$ cat config.mk
export PLATFORM = sky130hd
export DESIGN_NAME = approx_wallace_mac
export DESIGN_NICKNAME = d
export VERILOG_FILES = /design/src/rtl/approx_mac_pkg.sv /design/src/rtl/approx_wallace_ppm.sv /design/src/rtl/approx_wallace_mac.sv
export SDC_FILE = /design/constraint.sdc
export NUM_CORES = 1
export LEC_CHECK = 0
export ABC_CLOCK_PERIOD_IN_PS = 6450
export CAP_MARGIN = 10
export CORE_MARGIN = 4
export CORE_UTILIZATION = 30
export CTS_BUF_LIST = sky130_fd_sc_hd__clkbuf_4
export CTS_CLUSTER_DIAMETER = 80
export DETAILED_ROUTE_END_ITERATION = 6
export PLACE_DENSITY = 0.56
export SLEW_MARGIN = 0
export SYNTH_ARGS = -nofsm -noshare
export SYNTH_HDL_FRONTEND = slang
export SYNTH_HIERARCHICAL = 1
export SYNTH_SLANG_ARGS = --single-unit
export TNS_END_PERCENT = 50
$ cat constraint.sdc
create_clock -name clk -period 6.45 [get_ports clk]
set_clock_uncertainty 0.1 [all_clocks]
set_input_delay 0.645 -clock clk [delete_from_list [all_inputs] [get_ports clk]]
set_output_delay 0.645 -clock clk [all_outputs]
set_load 0.01 [all_outputs]
$ cat src/rtl/approx_mac_pkg.sv
// Shared definitions for the approximate Wallace-tree MAC: default
// parameters and the column-wise golden product function.
package approx_mac_pkg;

    localparam int DEF_WIDTH       = 8;
    localparam int DEF_APPROX_COLS = 4;
    localparam int DEF_ACC_WIDTH   = 24;
    localparam int MAX_WIDTH       = 16;

    // Golden product: column c contributes popcount*2^c, except the K lowest
    // columns in approximate mode, which contribute only their OR.
    function automatic logic [2*MAX_WIDTH-1:0] approx_prod(
        input logic [MAX_WIDTH-1:0] a,
        input logic [MAX_WIDTH-1:0] b,
        input logic                 approx_en,
        input int                   k,
        input int                   width = DEF_WIDTH
    );
        logic [2*MAX_WIDTH-1:0] p;
        int                     cnt;
        int                     j;
        p = '0;
        for (int c = 0; c < 2*MAX_WIDTH; c++) begin
            cnt = 0;
            for (int i = 0; i < MAX_WIDTH; i++) begin
                j = c - i;
                if (i < width && j >= 0 && j < width) begin
                    if (a[j] && b[i]) begin
                        cnt++;
                    end
                end
            end
            if (approx_en && c < k) begin
                if (cnt != 0) begin
                    p = p + (32'd1 << c);
                end
            end else begin
                p = p + (32'(cnt) << c);
            end
        end
        return p;
    endfunction

endpackage

$ cat src/rtl/approx_wallace_ppm.sv
// Combinational partial-product generator with Wallace reduction.
// In approximate mode each of the APPROX_COLS lowest columns is collapsed to
// the OR of its bits before reduction; a column holding a single bit can
// never produce a carry, so no carry leaves the approximate region and the
// exact reduction of the modified matrix yields the approximate product.
module approx_wallace_ppm
    import approx_mac_pkg::*;
#(
    parameter int WIDTH       = DEF_WIDTH,
    parameter int APPROX_COLS = DEF_APPROX_COLS
) (
    input  logic [WIDTH-1:0]   a,
    input  logic [WIDTH-1:0]   b,
    input  logic               approx_en,
    output logic [2*WIDTH-1:0] p
);

    localparam int NC      = 2*WIDTH;
    localparam int MAXH    = WIDTH + 2;
    localparam int NLAYERS = 10;

    typedef logic [MAXH-1:0] col_t;

    // Row i of the partial-product array: pp[i][j] = a[j] & b[i]
    logic [WIDTH-1:0][WIDTH-1:0] pp;

    generate
        for (genvar gi = 0; gi < WIDTH; gi++) begin : g_pp_row
            assign pp[gi] = a & {WIDTH{b[gi]}};
        end
    endgenerate

    // Column matrix -> repeated 3:2 / 2:2 layers until every column is at
    // most two bits high -> final carry-propagate add of the two rows.
    function automatic logic [NC-1:0] wallace_sum(
        input logic [WIDTH-1:0][WIDTH-1:0] m_pp,
        input logic                        apx
    );
        col_t           m  [NC];
        col_t           mn [NC];
        int             h  [NC];
        int             hn [NC];
        int             idx;
        logic           x;
        logic           y;
        logic           z;
        logic [NC-1:0]  r0;
        logic [NC-1:0]  r1;

        for (int c = 0; c < NC; c++) begin
            m[c] = '0;
            h[c] = 0;
        end
        for (int i = 0; i < WIDTH; i++) begin
            for (int j = 0; j < WIDTH; j++) begin
                m[i+j][h[i+j]] = m_pp[i][j];
                h[i+j]++;
            end
        end

        // Approximate columns: the whole column becomes one OR bit
        for (int c = 0; c < NC; c++) begin
            if (apx && c < APPROX_COLS) begin
                m[c] = {{(MAXH-1){1'b0}}, |m[c]};
            end
        end

        for (int l = 0; l < NLAYERS; l++) begin
            for (int c = 0; c < NC; c++) begin
                mn[c] = '0;
                hn[c] = 0;
            end
            for (int c = 0; c < NC; c++) begin
                idx = 0;
                for (int t = 0; t <= MAXH/3; t++) begin
                    if (h[c] - idx >= 3) begin
                        x = m[c][idx];
                        y = m[c][idx+1];
                        z = m[c][idx+2];
                        mn[c][hn[c]] = x ^ y ^ z;
                        hn[c]++;
                        if (c + 1 < NC) begin
                            mn[c+1][hn[c+1]] = (x & y) | (x & z) | (y & z);
                            hn[c+1]++;
                        end
                        idx = idx + 3;
                    end
                end
                if (h[c] > 2 && h[c] - idx == 2) begin
                    x = m[c][idx];
                    y = m[c][idx+1];
                    mn[c][hn[c]] = x ^ y;
                    hn[c]++;
                    if (c + 1 < NC) begin
                        mn[c+1][hn[c+1]] = x & y;
                        hn[c+1]++;
                    end
                    idx = idx + 2;
                end
                for (int t = 0; t < MAXH; t++) begin
                    if (t >= idx && t < h[c]) begin
                        mn[c][hn[c]] = m[c][t];
                        hn[c]++;
                    end
                end
            end
            for (int c = 0; c < NC; c++) begin
                m[c] = mn[c];
                h[c] = hn[c];
            end
        end

        for (int c = 0; c < NC; c++) begin
            r0[c] = m[c][0];
            r1[c] = m[c][1];
        end
        return r0 + r1;
    endfunction

    // Whole multiplier is a single combinational evaluation of the tree
    always_comb begin
        p = wallace_sum(pp, approx_en);
    end

endmodule

$ cat src/rtl/approx_wallace_mac.sv
// Pipelined unsigned multiply-accumulate on the approximate Wallace tree.
// S0 registers the sample, S1 registers the product, S2 accumulates.
// Optional feature macro: APPROX_MAC_SAT_EN (saturating accumulator with a
// sticky overflow flag); without it the accumulator wraps and acc_ovf is 0.
module approx_wallace_mac
    import approx_mac_pkg::*;
#(
    parameter int WIDTH       = DEF_WIDTH,
    parameter int APPROX_COLS = DEF_APPROX_COLS,
    parameter int ACC_WIDTH   = DEF_ACC_WIDTH
) (
    input  logic                   clk,
    input  logic                   rst,
    input  logic                   in_valid,
    input  logic [WIDTH-1:0]       a_in,
    input  logic [WIDTH-1:0]       b_in,
    input  logic                   approx_en,
    input  logic                   acc_clr,
    output logic [2*WIDTH-1:0]     prod_out,
    output logic                   prod_valid,
    output logic [ACC_WIDTH-1:0]   acc_out,
    output logic                   acc_valid,
    output logic                   acc_ovf
);

    // S0 sample registers
    logic [WIDTH-1:0]     a_q, a_d;
    logic [WIDTH-1:0]     b_q, b_d;
    logic                 apx_q, apx_d;
    logic                 clr0_q, clr0_d;
    logic                 vld0_q, vld0_d;
    // S1 product registers
    logic [2*WIDTH-1:0]   prod_q, prod_d;
    logic                 clr1_q, clr1_d;
    logic                 vld1_q, vld1_d;
    // S2 accumulator registers
    logic [ACC_WIDTH-1:0] acc_q, acc_d;
    logic                 acc_vld_q, acc_vld_d;
    logic [ACC_WIDTH-1:0] prod_ext;
    logic [2*WIDTH-1:0]   tree_p;
`ifdef APPROX_MAC_SAT_EN
    logic                 ovf_q, ovf_d;
    logic [ACC_WIDTH:0]   sum_ext;
`else
    logic [ACC_WIDTH-1:0] sum_wrap;
`endif

    approx_wallace_ppm #(
        .WIDTH       (WIDTH),
        .APPROX_COLS (APPROX_COLS)
    ) u_ppm (
        .a         (a_q),
        .b         (b_q),
        .approx_en (apx_q),
        .p         (tree_p)
    );

    assign prod_ext = {{(ACC_WIDTH-2*WIDTH){1'b0}}, prod_q};

    // Next-state for all three stages; S2 clears, accumulates or holds
    always_comb begin
        a_d       = a_in;
        b_d       = b_in;
        apx_d     = approx_en;
        clr0_d    = acc_clr;
        vld0_d    = in_valid;
        prod_d    = tree_p;
        clr1_d    = clr0_q;
        vld1_d    = vld0_q;
        acc_vld_d = vld1_q;
        acc_d     = acc_q;
`ifdef APPROX_MAC_SAT_EN
        ovf_d     = ovf_q;
        sum_ext   = {1'b0, acc_q} + {1'b0, prod_ext};
        if (vld1_q) begin
            if (clr1_q) begin
                acc_d = prod_ext;
                ovf_d = 1'b0;
            end else if (sum_ext[ACC_WIDTH]) begin
                acc_d = {ACC_WIDTH{1'b1}};
                ovf_d = 1'b1;
            end else begin
                acc_d = sum_ext[ACC_WIDTH-1:0];
            end
        end
`else
        sum_wrap  = acc_q + prod_ext;
        if (vld1_q) begin
            acc_d = clr1_q ? prod_ext : sum_wrap;
        end
`endif
    end

    // Pipeline and accumulator state, synchronously cleared
    always_ff @(posedge clk) begin
        if (rst) begin
            a_q       <= '0;
            b_q       <= '0;
            apx_q     <= 1'b0;
            clr0_q    <= 1'b0;
            vld0_q    <= 1'b0;
            prod_q    <= '0;
            clr1_q    <= 1'b0;
            vld1_q    <= 1'b0;
            acc_q     <= '0;
            acc_vld_q <= 1'b0;
`ifdef APPROX_MAC_SAT_EN
            ovf_q     <= 1'b0;
`endif
        end else begin
            a_q       <= a_d;
            b_q       <= b_d;
            apx_q     <= apx_d;
            clr0_q    <= clr0_d;
            vld0_q    <= vld0_d;
            prod_q    <= prod_d;
            clr1_q    <= clr1_d;
            vld1_q    <= vld1_d;
            acc_q     <= acc_d;
            acc_vld_q <= acc_vld_d;
`ifdef APPROX_MAC_SAT_EN
            ovf_q     <= ovf_d;
`endif
        end
    end

    assign prod_out   = prod_q;
    assign prod_valid = vld1_q;
    assign acc_out    = acc_q;
    assign acc_valid  = acc_vld_q;
`ifdef APPROX_MAC_SAT_EN
    assign acc_ovf    = ovf_q;
`else
    assign acc_ovf    = 1'b0;
`endif

endmodule

==> out/results.ini, run 1 <==
[timing]
drv_slew = 0
clock.fmax_mhz = 179.4
worst_pin_slew_ns = 0.7687
slew_headroom_pct = 48.56
post-route-min-period_ns = 5.575
tns_ns = 0
finalCritPeriodShare_pct = 86.44
setup_viol = 0
rsz0062_at_grt = false
finalHoldViolations = 0

[cells_and_area]
fin_nets = 669
fill_cells = 1590
fin_util_pct = 36.90
drive_gt1_share_pct = 5.498
syn2layout_area_growth_pct = 19.66
diodes = 0

[clock_network]
ctsHtreeMaxLevel = 3
cts_hold_buffers = 0
clk_path_buf_depth = 2
post_cts_resized = 0
clkTransAtPathRegs_ns = 0.11
postCtsSetupBuffers = 0
root_buffer = clkbuf_4
clk_latency_ns = 0.44
cts.sinks = 62
cts_buffers = 9
tritoncts = done

[drt]
first_pass_iters = 4
detail_route.iter0.violations = 244
wl_per_cell_um = 13.91
via_per_inst = 4.690
via_count = 3719
drtAntennaViolNets = 0
drc_errors = 0
wl_mm = 11.03

[pwr]
peakVddDrop_uv = 64.76
power.share.clock_pct = 26.5
p_int_mw = 0.5863
p_switching_mw = 0.2837
p_sw_share_pct = 32.61
power_mw = 0.8700
p_comb_share_pct = 24.1
seq_power_share_pct = 49.4
power_density_nw_per_um2 = 153.9
power_leakage_nw = 2.305

[critical_path]
critPathLaunchType = flip-flop
reg2reg_from = b_q[1]
worstReg2RegEnd = prod_out[15]
required_ns = 6.66
end_kind = flip-flop
startpoint = b_q[1]
path_max_fanout = 11
crit_end = prod_out[15]
worstSetupPathType = reg2reg
rrSetupSlack_ns = 0.87
reg2reg_depth = 15
worstPathArrival_ns = 5.78

[global_routing]
use_met2_pct = 22.55
grt_max_degree = 60
grt_pass1_vias = 3823
grt.met3_usage_pct = 3.852
grtUsageTotal_pct = 12.71
grt_overflow = 0
antenna_found_initial = 0
grt_first_pass_wirelength_mm = 18.49
grtUsageMet1_pct = 14.89
busiest_layer = met2

[hold_path]
hp-class = reg2reg

[place]
place.detailed.hpwl_mm = 8.555
gp_congestion = 0.8754
port_buffers = 62

[outcome]
status = finished, final reports clean

[synthesis]
yosys_register_bits = 62
synth-compound-area-share_pct = 15.02
synthAdderAreaFrac_pct = 25.80
avgSynthCellArea_um2 = 9.136
synth_flop_cell = dfxtp_1
synth_simple_gate_area_share_pct = 22.09
ys_seq_area_share_pct = 26.28
synth-edff-count = 0
syn-cell-area_um2 = 4723
syn-num-nets = 609
muxShareOfSynthArea_pct = 1.934
synth_top_family_by_area = adder cells
ys.warnings.count = 6
ys_async_sr_fraction_pct = 0
synthXorXnorAreaFrac_pct = 3.338
synth_cells = 517
synth_cell_type_count = 59

[floorplanning]
die_w_um = 133.5
die-area_um2 = 17820
die_height_um = 133.5
initial_core_util_pct = 30.84
coreArea_um2 = 15310
rows = 45
io_pins = 64

[run]
max_cap_violations = 0

==> worst max-delay path, stage by stage (launching register included) <==
cell,delay (ns)
dfxtp_1,0.50
nand2_1,0.13
fa_1,0.46
fa_1,0.56
inv_1,0.06
fa_1,0.48
inv_1,0.05
fa_1,0.41
fa_1,0.46
fa_1,0.46
fa_1,0.46
fa_1,0.53
nor4_1,0.37
nand4_1,0.16
xnor2_1,0.14
nor2b_1,0.12
==> synthesized netlist by cell type, drive strengths merged, types with 2 or more instances <==
library cell	instances	area share, %
nand4b	4	0.74
nor4b	2	0.37
nand2b	2	0.26
a21oi	26	3.0
or3	5	0.66
o21bai	3	0.72
o21a	4	0.64
nor4	3	0.72
o21ai	13	1.4
xnor2	8	1.5
xor2	10	1.9
and3	7	0.95
and2	37	4.9
clkinv	2	0.16
a22oi	5	0.79
nor2b	41	5.4
nor3	6	0.64
a31oi	2	0.26
o2111ai	3	0.82
nand3	6	0.64
clkbuf	14	1.3
o32ai	3	0.56
ha	27	7.2
dfxtp	62	26
a311oi	2	0.37
nand4	2	0.26
fa	44	19
o311a	2	0.42
mux2i	8	1.7
nor2	23	1.8
a211oi	15	2.6
a21o	7	1.1
inv	48	3.8
nand2	54	4.3
==> sequential cells by signal, summed over array words and instances, names as in the netlist <==
register / count
prod_out: 16
vld0_q: 1
acc_out: 24
apx_q: 1
prod_valid: 1
clr1_q: 1
a_q: 8
clr0_q: 1
acc_valid: 1
b_q: 8
==> cell usage in the layout, fill, tap and decap left out, types with 3 or more instances in the layout <==
cell / instances
dfxtp_1: 62
clkdlybuf4s50_1: 61
nand2_1: 54
inv_1: 48
fa_1: 44
nor2b_1: 41
and2_1: 37
ha_1: 27
nor2_1: 23
a21oi_1: 23
a211oi_1: 13
o21ai_0: 12
xor2_1: 10
clkbuf_4: 10
mux2i_1: 8
xnor2_1: 8
a21o_1: 7
nand3_1: 6
and3_1: 6
nor3_1: 6
clkinv_1: 5
or3_1: 5
a22oi_1: 5
o21a_1: 4
nand4b_1: 4
a21oi_2: 3
o32ai_1: 3
==> area by class of cell <==
class                           instances  area (µm²)  area share, %
Timing Repair Buffer                   64       630.6          11.16
Inverter                               50       187.7          3.321
Sequential cell                        62        1241          21.96
Tap cell                              211       264.0          4.671
Clock inverter                          6       28.78         0.5092
Multi-Input combinational cell        390        3224          57.05
Clock buffer                           10       75.07          1.328
==> power groups by stage <==
stage	registers [mW]	logic, mW	clock network, mW
2_1_floorplan	0.433	0.142	0
3_3_place_gp	0.438	0.209	0
3_5_place_dp	0.439	0.212	0
4_1_cts	0.430	0.213	0.242
5_1_grt	0.434	0.236	0.258
6_report	0.430	0.210	0.230
==> per-stage QoR <==
step / hold slack [ns] / setup WS, ns / area (µm²) / std cells
final: 0.3409 / 0.8748 / 5652 / 793
after global routing: 0.3571 / 0.5481 / 5652 / 793
after CTS: 0.3471 / 0.8431 / 5652 / 793
after detailed placement: 0.3239 / 0.8500 / 5548 / 777
after global placement: 0.3262 / 0.9329 / 5548 / 777
after floorplan: 0.3138 / 1.040 / 4723 / 517
==> cells by family after synthesis <==
group           after synthesis
simple gates                194
compound gates               97
fa+ha+maj                    71
buf+inv                      65
flops                        62
xor+xnor                     18
mux                           9
other cells                   1
==> worst min-delay path by stage <==
stage / slack (ns) / cells after the start / endpoint / start
2_1_floorplan: 0.31 / 1 / clr1_q / clr0_q
3_3_place_gp: 0.33 / 1 / prod_valid / vld0_q
3_5_place_dp: 0.32 / 1 / clr1_q / clr0_q
4_1_cts: 0.35 / 1 / clr1_q / clr0_q
5_1_grt: 0.36 / 1 / clr1_q / clr0_q
6_report: 0.34 / 1 / clr1_q / clr0_q
==> per-layer routing <==
metal | vias to the layer above | part of all wire [%]
li1 | 1858 | -
met1 | 1779 | 43
met2 | 69 | 50
met3 | 13 | 4.8
met4 | 0 | 1.6
met5 | - | 0
No activity file was read; power rests on OpenSTA's default activity.
==> inputs of run 2 (changes only) <==
RECOVER_POWER = 50   (was unset)
SKIP_CTS_REPAIR_TIMING = 1   (was unset)
==> run 2 against run 1 <==
The flow now finishes with violations (capacitance limit, slew limit). Sequential share of layout area hardly changed. Worst hold slack stayed put. Highest routed layer unchanged. Combinational power hardly changed. Largest cell class unchanged.
==> out/results.ini, run 2 (synthesis results as in run 1) <==
[cells_and_area]
fill_cells = 1589  ; was 1590
final_common_cell = dfxtp_1  ; unchanged
final_cell_mix = 62 x dfxtp_1, 54 x nand2_1, 48 x inv_1  ; was 62 x dfxtp_1, 61 x clkdlybuf4s50_1, 54 x nand2_1
drive_gt1_share_pct = 5.326  ; was 5.498%
fin_nets = 669  ; unchanged
largest_reg_flops = 24  ; unchanged
syn2layout_area_growth_pct = 19.58  ; was 19.66%
diodes = 0  ; unchanged

[timing]
worst_pin_slew_ns = 2.580  ; was 0.7687 ns
setup_viol = 0  ; unchanged
clock.fmax_mhz = 176.8  ; was 179.4 MHz
rsz0062_at_grt = false  ; unchanged
tns_ns = 0  ; unchanged
setup_slack_ns = 0.7950  ; was 0.8748 ns
post-route-min-period_ns = 5.655  ; was 5.575 ns
drv_slew = 60  ; was 0
finalHoldViolations = 0  ; unchanged
slew_headroom_pct = -72.01  ; was 48.56%
finalCritPeriodShare_pct = 87.67  ; was 86.44%

[floorplanning]
coreArea_um2 = 15310  ; unchanged
rows = 45  ; unchanged
initial_core_util_pct = 30.84  ; unchanged
die_w_um = 133.5  ; unchanged
die-area_um2 = 17820  ; unchanged
die_height_um = 133.5  ; unchanged
io_pins = 64  ; unchanged

[outcome]
status = finished, violations left  ; was finished, final reports clean
violations = capacitance limit, slew limit

[critical_path]
path_max_fanout = 11  ; unchanged
cp_num_buf_inv = 2  ; unchanged
critPathLaunchType = flip-flop  ; unchanged
worstReg2RegEnd = prod_out[14]  ; was prod_out[15]
reg2reg_depth = 15  ; unchanged
worstSetupPathType = reg2reg  ; unchanged
crit_path_max_incr_delay_ns = 0.56  ; about the same
slowest_stage = fa_1  ; unchanged
rrSetupSlack_ns = 0.79  ; was 0.87 ns
reg2reg_from = b_q[1]  ; unchanged
required_ns = 6.56  ; was 6.66 ns
cpLargestDelayFamily = adder cells  ; unchanged
worstPathArrival_ns = 5.77  ; was 5.78 ns
cpMostUsedCell = fa_1  ; unchanged
crit_chain = nand2_1 > fa_1 > fa_1 > inv_1 > fa_1 > inv_1 > fa_1 > fa_1 > fa_1 > fa_1 > fa_1 > nor4_1 > nand3_1 > xnor2_1 > nor2b_1  ; was nand2_1 > fa_1 > fa_1 > inv_1 > fa_1 > inv_1 > fa_1 > fa_1 > fa_1 > fa_1 > fa_1 > nor4_1 > nand4_1 > xnor2_1 > nor2b_1
end_kind = flip-flop  ; unchanged

[place]
place.detailed.hpwl_mm = 8.555  ; unchanged
gp_congestion = 0.8754  ; unchanged
post-place-ws_ns = 0.8500  ; unchanged
port_buffers = 62  ; unchanged

[pwr]
p_sw_share_pct = 32.63  ; was 32.61%
power.share.clock_pct = 26.5  ; about the same
seq_power_share_pct = 49.5  ; was 49.4%
peakVddDrop_uv = 64.72  ; was 64.76 µV
p_int_mw = 0.5846  ; was 0.5863 mW
p_switching_mw = 0.2832  ; was 0.2837 mW
power_leakage_nw = 2.374  ; was 2.305 nW
p_comb_share_pct = 24.0  ; was 24.1%
power_density_nw_per_um2 = 153.6  ; was 153.9 nW/µm²

[clock_network]
cts_buffers = 9  ; unchanged
clkTransAtPathRegs_ns = 0.11  ; about the same
ctsHtreeMaxLevel = 3  ; unchanged
cts.sinks = 62  ; unchanged
clk_latency_ns = 0.44  ; about the same
root_buffer = clkbuf_4  ; unchanged
tritoncts = done  ; unchanged
clk_path_buf_depth = 2  ; unchanged

[run]
max_cap_violations = 1  ; was 0

[drt]
drc_errors = 0  ; unchanged
via_count = 3714  ; was 3719
via_per_inst = 4.683  ; was 4.690
first_pass_iters = 4  ; unchanged
detail_route.iter0.violations = 245  ; was 244
drtAntennaViolNets = 0  ; unchanged
wl_per_cell_um = 13.89  ; was 13.91 µm
wl_mm = 11.01  ; was 11.03 mm

[hold_path]
hp-class = reg2reg  ; unchanged
holdPathStages = 1  ; unchanged
hp-start = clr0_q  ; unchanged
worstHoldEndpoint = clr1_q  ; unchanged

[global_routing]
grt_first_pass_wirelength_mm = 18.49  ; unchanged
grt_overflow = 0  ; unchanged
antenna_found_initial = 0  ; unchanged
grt_pass1_vias = 3823  ; unchanged
grtUsageTotal_pct = 12.71  ; unchanged
grt_max_degree = 60  ; unchanged

## run 2: per-stage QoR
stage	hold WS, ns	std cells	util [%]	cell area [µm²]	power [mW]
after detailed placement	0.3239	777	36.23	5548	0.6507
final	0.3409	793	36.88	5648	0.8678
after global placement	0.3262	777	36.23	5548	0.6471
after global routing	0.3571	793	36.88	5648	0.9267
after floorplan	0.3138	517	-	4723	0.5752
after CTS	0.3471	793	36.90	5652	0.8851
## run 2: worst max-delay path by stage
stage	end	slack, ns	startpoint	cells past startpoint
after floorplan	prod_out[15]	1.04	b_q[1]	16
after global placement	prod_out[15]	0.93	b_q[1]	15
after detailed placement	prod_out[15]	0.85	b_q[2]	15
after CTS	prod_out[14]	0.84	b_q[1]	15
after global routing	prod_out[15]	0.45	b_q[1]	15
final	prod_out[14]	0.79	b_q[1]	15
## run 2: area by class of cell
cell class	count	area, µm²	share of cell area (%)
Inverter	50	187.7	3.323
Clock buffer	10	75.07	1.329
Clock inverter	6	28.78	0.5095
Sequential cell	62	1241	21.98
Timing Repair Buffer	64	626.9	11.10
Tap cell	211	264.0	4.674
Multi-Input combinational cell	390	3224	57.09
## run 2: routing by layer
layer / track usage, % / part of all wire (%) / wire [µm]
met3: 3.852 / 4.6 / 507
met2: 22.55 / 50 / 5547
met4: 3.486 / 1.6 / 177
met1: 14.89 / 43 / 4780
met5: 0 / 0 / 0
## run 2: power by group through the flow
stage	Clock [mW]	Combinational, mW	Sequential [mW]
2_1_floorplan	0	0.142	0.433
3_3_place_gp	0	0.209	0.438
3_5_place_dp	0	0.212	0.439
4_1_cts	0.242	0.213	0.430
5_1_grt	0.258	0.234	0.434
6_report	0.230	0.208	0.430
==> inputs of run 3 (changes only) <==
CELL_PAD_IN_SITES_DETAIL_PLACEMENT = 1   (was unset)
CELL_PAD_IN_SITES_GLOBAL_PLACEMENT = 2   (was unset)
PLACE_DENSITY = 0.79   (was 0.56)
==> run 3 against run 2 <==
The run still ends with capacitance limit, slew limit left. Setup slack worse by 0.12 ns. Sequential power hardly changed. Clock power is 30% higher. Total power is 8.7% higher. Global-route usage is 1.8 points higher. Non-clock buffer count is 1 higher. Combinational power is 3% higher. Count of clock-buffer cells in the layout is 1 lower. Critical endpoint unchanged.
==> out/results.ini, run 3 (synthesis results as in run 1) <==
[cells_and_area]
final_cell_mix = 62 x dfxtp_1, 54 x nand2_1, 48 x inv_1  ; unchanged
multi_input_area_um2 = 3224  ; unchanged
regArea_um2 = 1241  ; unchanged
fill_cells = 1822  ; was 1589
largest_reg_flops = 24  ; unchanged
syn2layout_area_growth_pct = 20.72  ; was 19.58%
drive_gt1_share_pct = 6.003  ; was 5.326%
final_common_cell = dfxtp_1  ; unchanged
diodes = 0  ; unchanged
fin_nets = 670  ; was 669

[floorplanning]
die_height_um = 133.5  ; unchanged
coreArea_um2 = 15310  ; unchanged
io_pins = 64  ; unchanged
die_w_um = 133.5  ; unchanged
rows = 45  ; unchanged
die-area_um2 = 17820  ; unchanged
initial_core_util_pct = 30.84  ; unchanged

[pwr]
power_leakage_nw = 2.395  ; was 2.374 nW
p_sw_share_pct = 33.19  ; was 32.63%
p_int_mw = 0.6301  ; was 0.5846 mW
seq_power_share_pct = 45.5  ; was 49.5%
power.share.clock_pct = 31.8  ; was 26.5%
power_density_nw_per_um2 = 165.4  ; was 153.6 nW/µm²
p_comb_share_pct = 22.7  ; was 24.0%
peakVddDrop_uv = 78.21  ; was 64.72 µV
p_switching_mw = 0.3130  ; was 0.2832 mW

[critical_path]
end_kind = flip-flop  ; unchanged
slowest_stage = fa_1  ; unchanged
reg2reg_depth = 15  ; unchanged
worstPathArrival_ns = 5.93  ; was 5.77 ns
cpMostUsedCell = fa_1  ; unchanged
path_max_fanout = 11  ; unchanged
crit_chain = nand2_1 > fa_1 > fa_1 > inv_1 > fa_1 > inv_1 > fa_1 > fa_1 > fa_1 > fa_1 > fa_1 > nor4_1 > nand3_1 > xnor2_1 > nor2b_1  ; unchanged
worstSetupPathType = reg2reg  ; unchanged
startpoint = b_q[1]  ; unchanged
critPathLaunchType = flip-flop  ; unchanged
crit_end = prod_out[14]  ; unchanged
worstReg2RegEnd = prod_out[14]  ; unchanged
crit_path_max_incr_delay_ns = 0.55  ; was 0.56 ns
required_ns = 6.60  ; was 6.56 ns
rrSetupSlack_ns = 0.67  ; was 0.79 ns
reg2reg_from = b_q[1]  ; unchanged

[clock_network]
root_buffer = clkbuf_4  ; unchanged
clk_path_buf_depth = 2  ; unchanged
clkTransAtPathRegs_ns = 0.12  ; was 0.11 ns
ctsHtreeMaxLevel = 3  ; unchanged
clk_latency_ns = 0.45  ; was 0.44 ns
cts.sinks = 62  ; unchanged
cts_buffers = 9  ; unchanged
tritoncts = done  ; unchanged

[drt]
wl_mm = 12.00  ; was 11.01 mm
first_pass_iters = 4  ; unchanged
via_count = 3797  ; was 3714
via_per_inst = 4.782  ; was 4.683
detail_route.iter0.violations = 92  ; was 245
drc_errors = 0  ; unchanged
drtAntennaViolNets = 0  ; unchanged
wl_per_cell_um = 15.12  ; was 13.89 µm

[timing]
finalCritPeriodShare_pct = 89.59  ; was 87.67%
tns_ns = 0  ; unchanged
finalHoldViolations = 0  ; unchanged
slew_headroom_pct = -72.72  ; was -72.01%
hold_ws_ns = 0.3512  ; was 0.3409 ns
clock.fmax_mhz = 173.1  ; was 176.8 MHz
post-route-min-period_ns = 5.779  ; was 5.655 ns
worst_pin_slew_ns = 2.591  ; was 2.580 ns
drv_slew = 60  ; unchanged
rsz0062_at_grt = false  ; unchanged
setup_viol = 0  ; unchanged

[global_routing]
grt_first_pass_wirelength_mm = 20.97  ; was 18.49 mm
grtUsageTotal_pct = 14.49  ; was 12.71%
grt_overflow = 0  ; unchanged
grt_pass1_vias = 4134  ; was 3823
antenna_found_initial = 0  ; unchanged
grt_max_degree = 60  ; unchanged

[outcome]
violations = capacitance limit, slew limit  ; unchanged
status = finished, violations left  ; unchanged

[hold_path]
hp-class = reg2reg  ; unchanged

[place]
port_buffers = 62  ; unchanged
gp_congestion = 0.8365  ; was 0.8754
place.detailed.hpwl_mm = 9.506  ; was 8.555 mm

[run]
max_cap_violations = 1  ; unchanged

[run 3: cell types whose count changed in the layout (fill, tap and decap cells not counted)]
cell and delta:
inv_6 +1, clkinv_2 -2, buf_4 +1, clkinv_4 +2, bufinv_16 +1, inv_8 +1, clkinv_1 -3, clkinvlp_4 +1
clkbuf_4 -1
[run 3: cell type report]
class / instances / area share (%)
well taps: 211 / 4.630
multi-input cells: 390 / 56.55
inverters: 50 / 3.292
clock buffers: 9 / 1.185
clock inverters: 7 / 1.448
flip-flops and latches: 62 / 21.77
repair buffers: 65 / 11.13
[run 3: layer usage]
metal / vias up / global-route usage, % / part of all wire, %
met5: - / 0 / 0
met4: 0 / 4.971 / 1.9
met1: 1861 / 17.33 / 44
li1: 1863 / - / -
met2: 55 / 25.59 / 51
met3: 18 / 3.323 / 3.2
[run 3: power by group through the flow]
stage | combinational, mW | sequential [mW] | clock, mW
6_report | 0.214 | 0.429 | 0.300
5_1_grt | 0.243 | 0.433 | 0.335
4_1_cts | 0.220 | 0.430 | 0.321
3_5_place_dp | 0.219 | 0.438 | 0
3_3_place_gp | 0.212 | 0.438 | 0
2_1_floorplan | 0.142 | 0.433 | 0
[run 3: worst min path at each step]
stage	startpoint	end	slack [ns]	cells past startpoint
after floorplan	clr0_q	clr1_q	0.31	1
after global placement	vld0_q	prod_valid	0.32	1
after detailed placement	clr0_q	clr1_q	0.33	1
after CTS	clr0_q	clr1_q	0.36	1
after global routing	clr0_q	clr1_q	0.37	1
final	clr0_q	clr1_q	0.35	1
[run 3: critical path: cells and delay by family, from the launching register on]
family	cells	cell delay, ns
fa+ha+maj	8	3.88
flops	1	0.53
simple gates	4	0.83
buf+inv	2	0.10
xor+xnor	1	0.16
[run 3: per-stage QoR]
stage          cell area [µm²]  util, %  worst slack, ns  power [mW]  instances
2_1_floorplan             4723        -            1.040      0.5752        517
3_3_place_gp              5555    36.27           0.9225      0.6494        778
3_5_place_dp              5555    36.27           0.7312      0.6568        778
4_1_cts                   5705    37.25           0.7214      0.9700        794
5_1_grt                   5702    37.23           0.3346       1.011        794
6_report                  5702    37.23           0.6714      0.9431        794
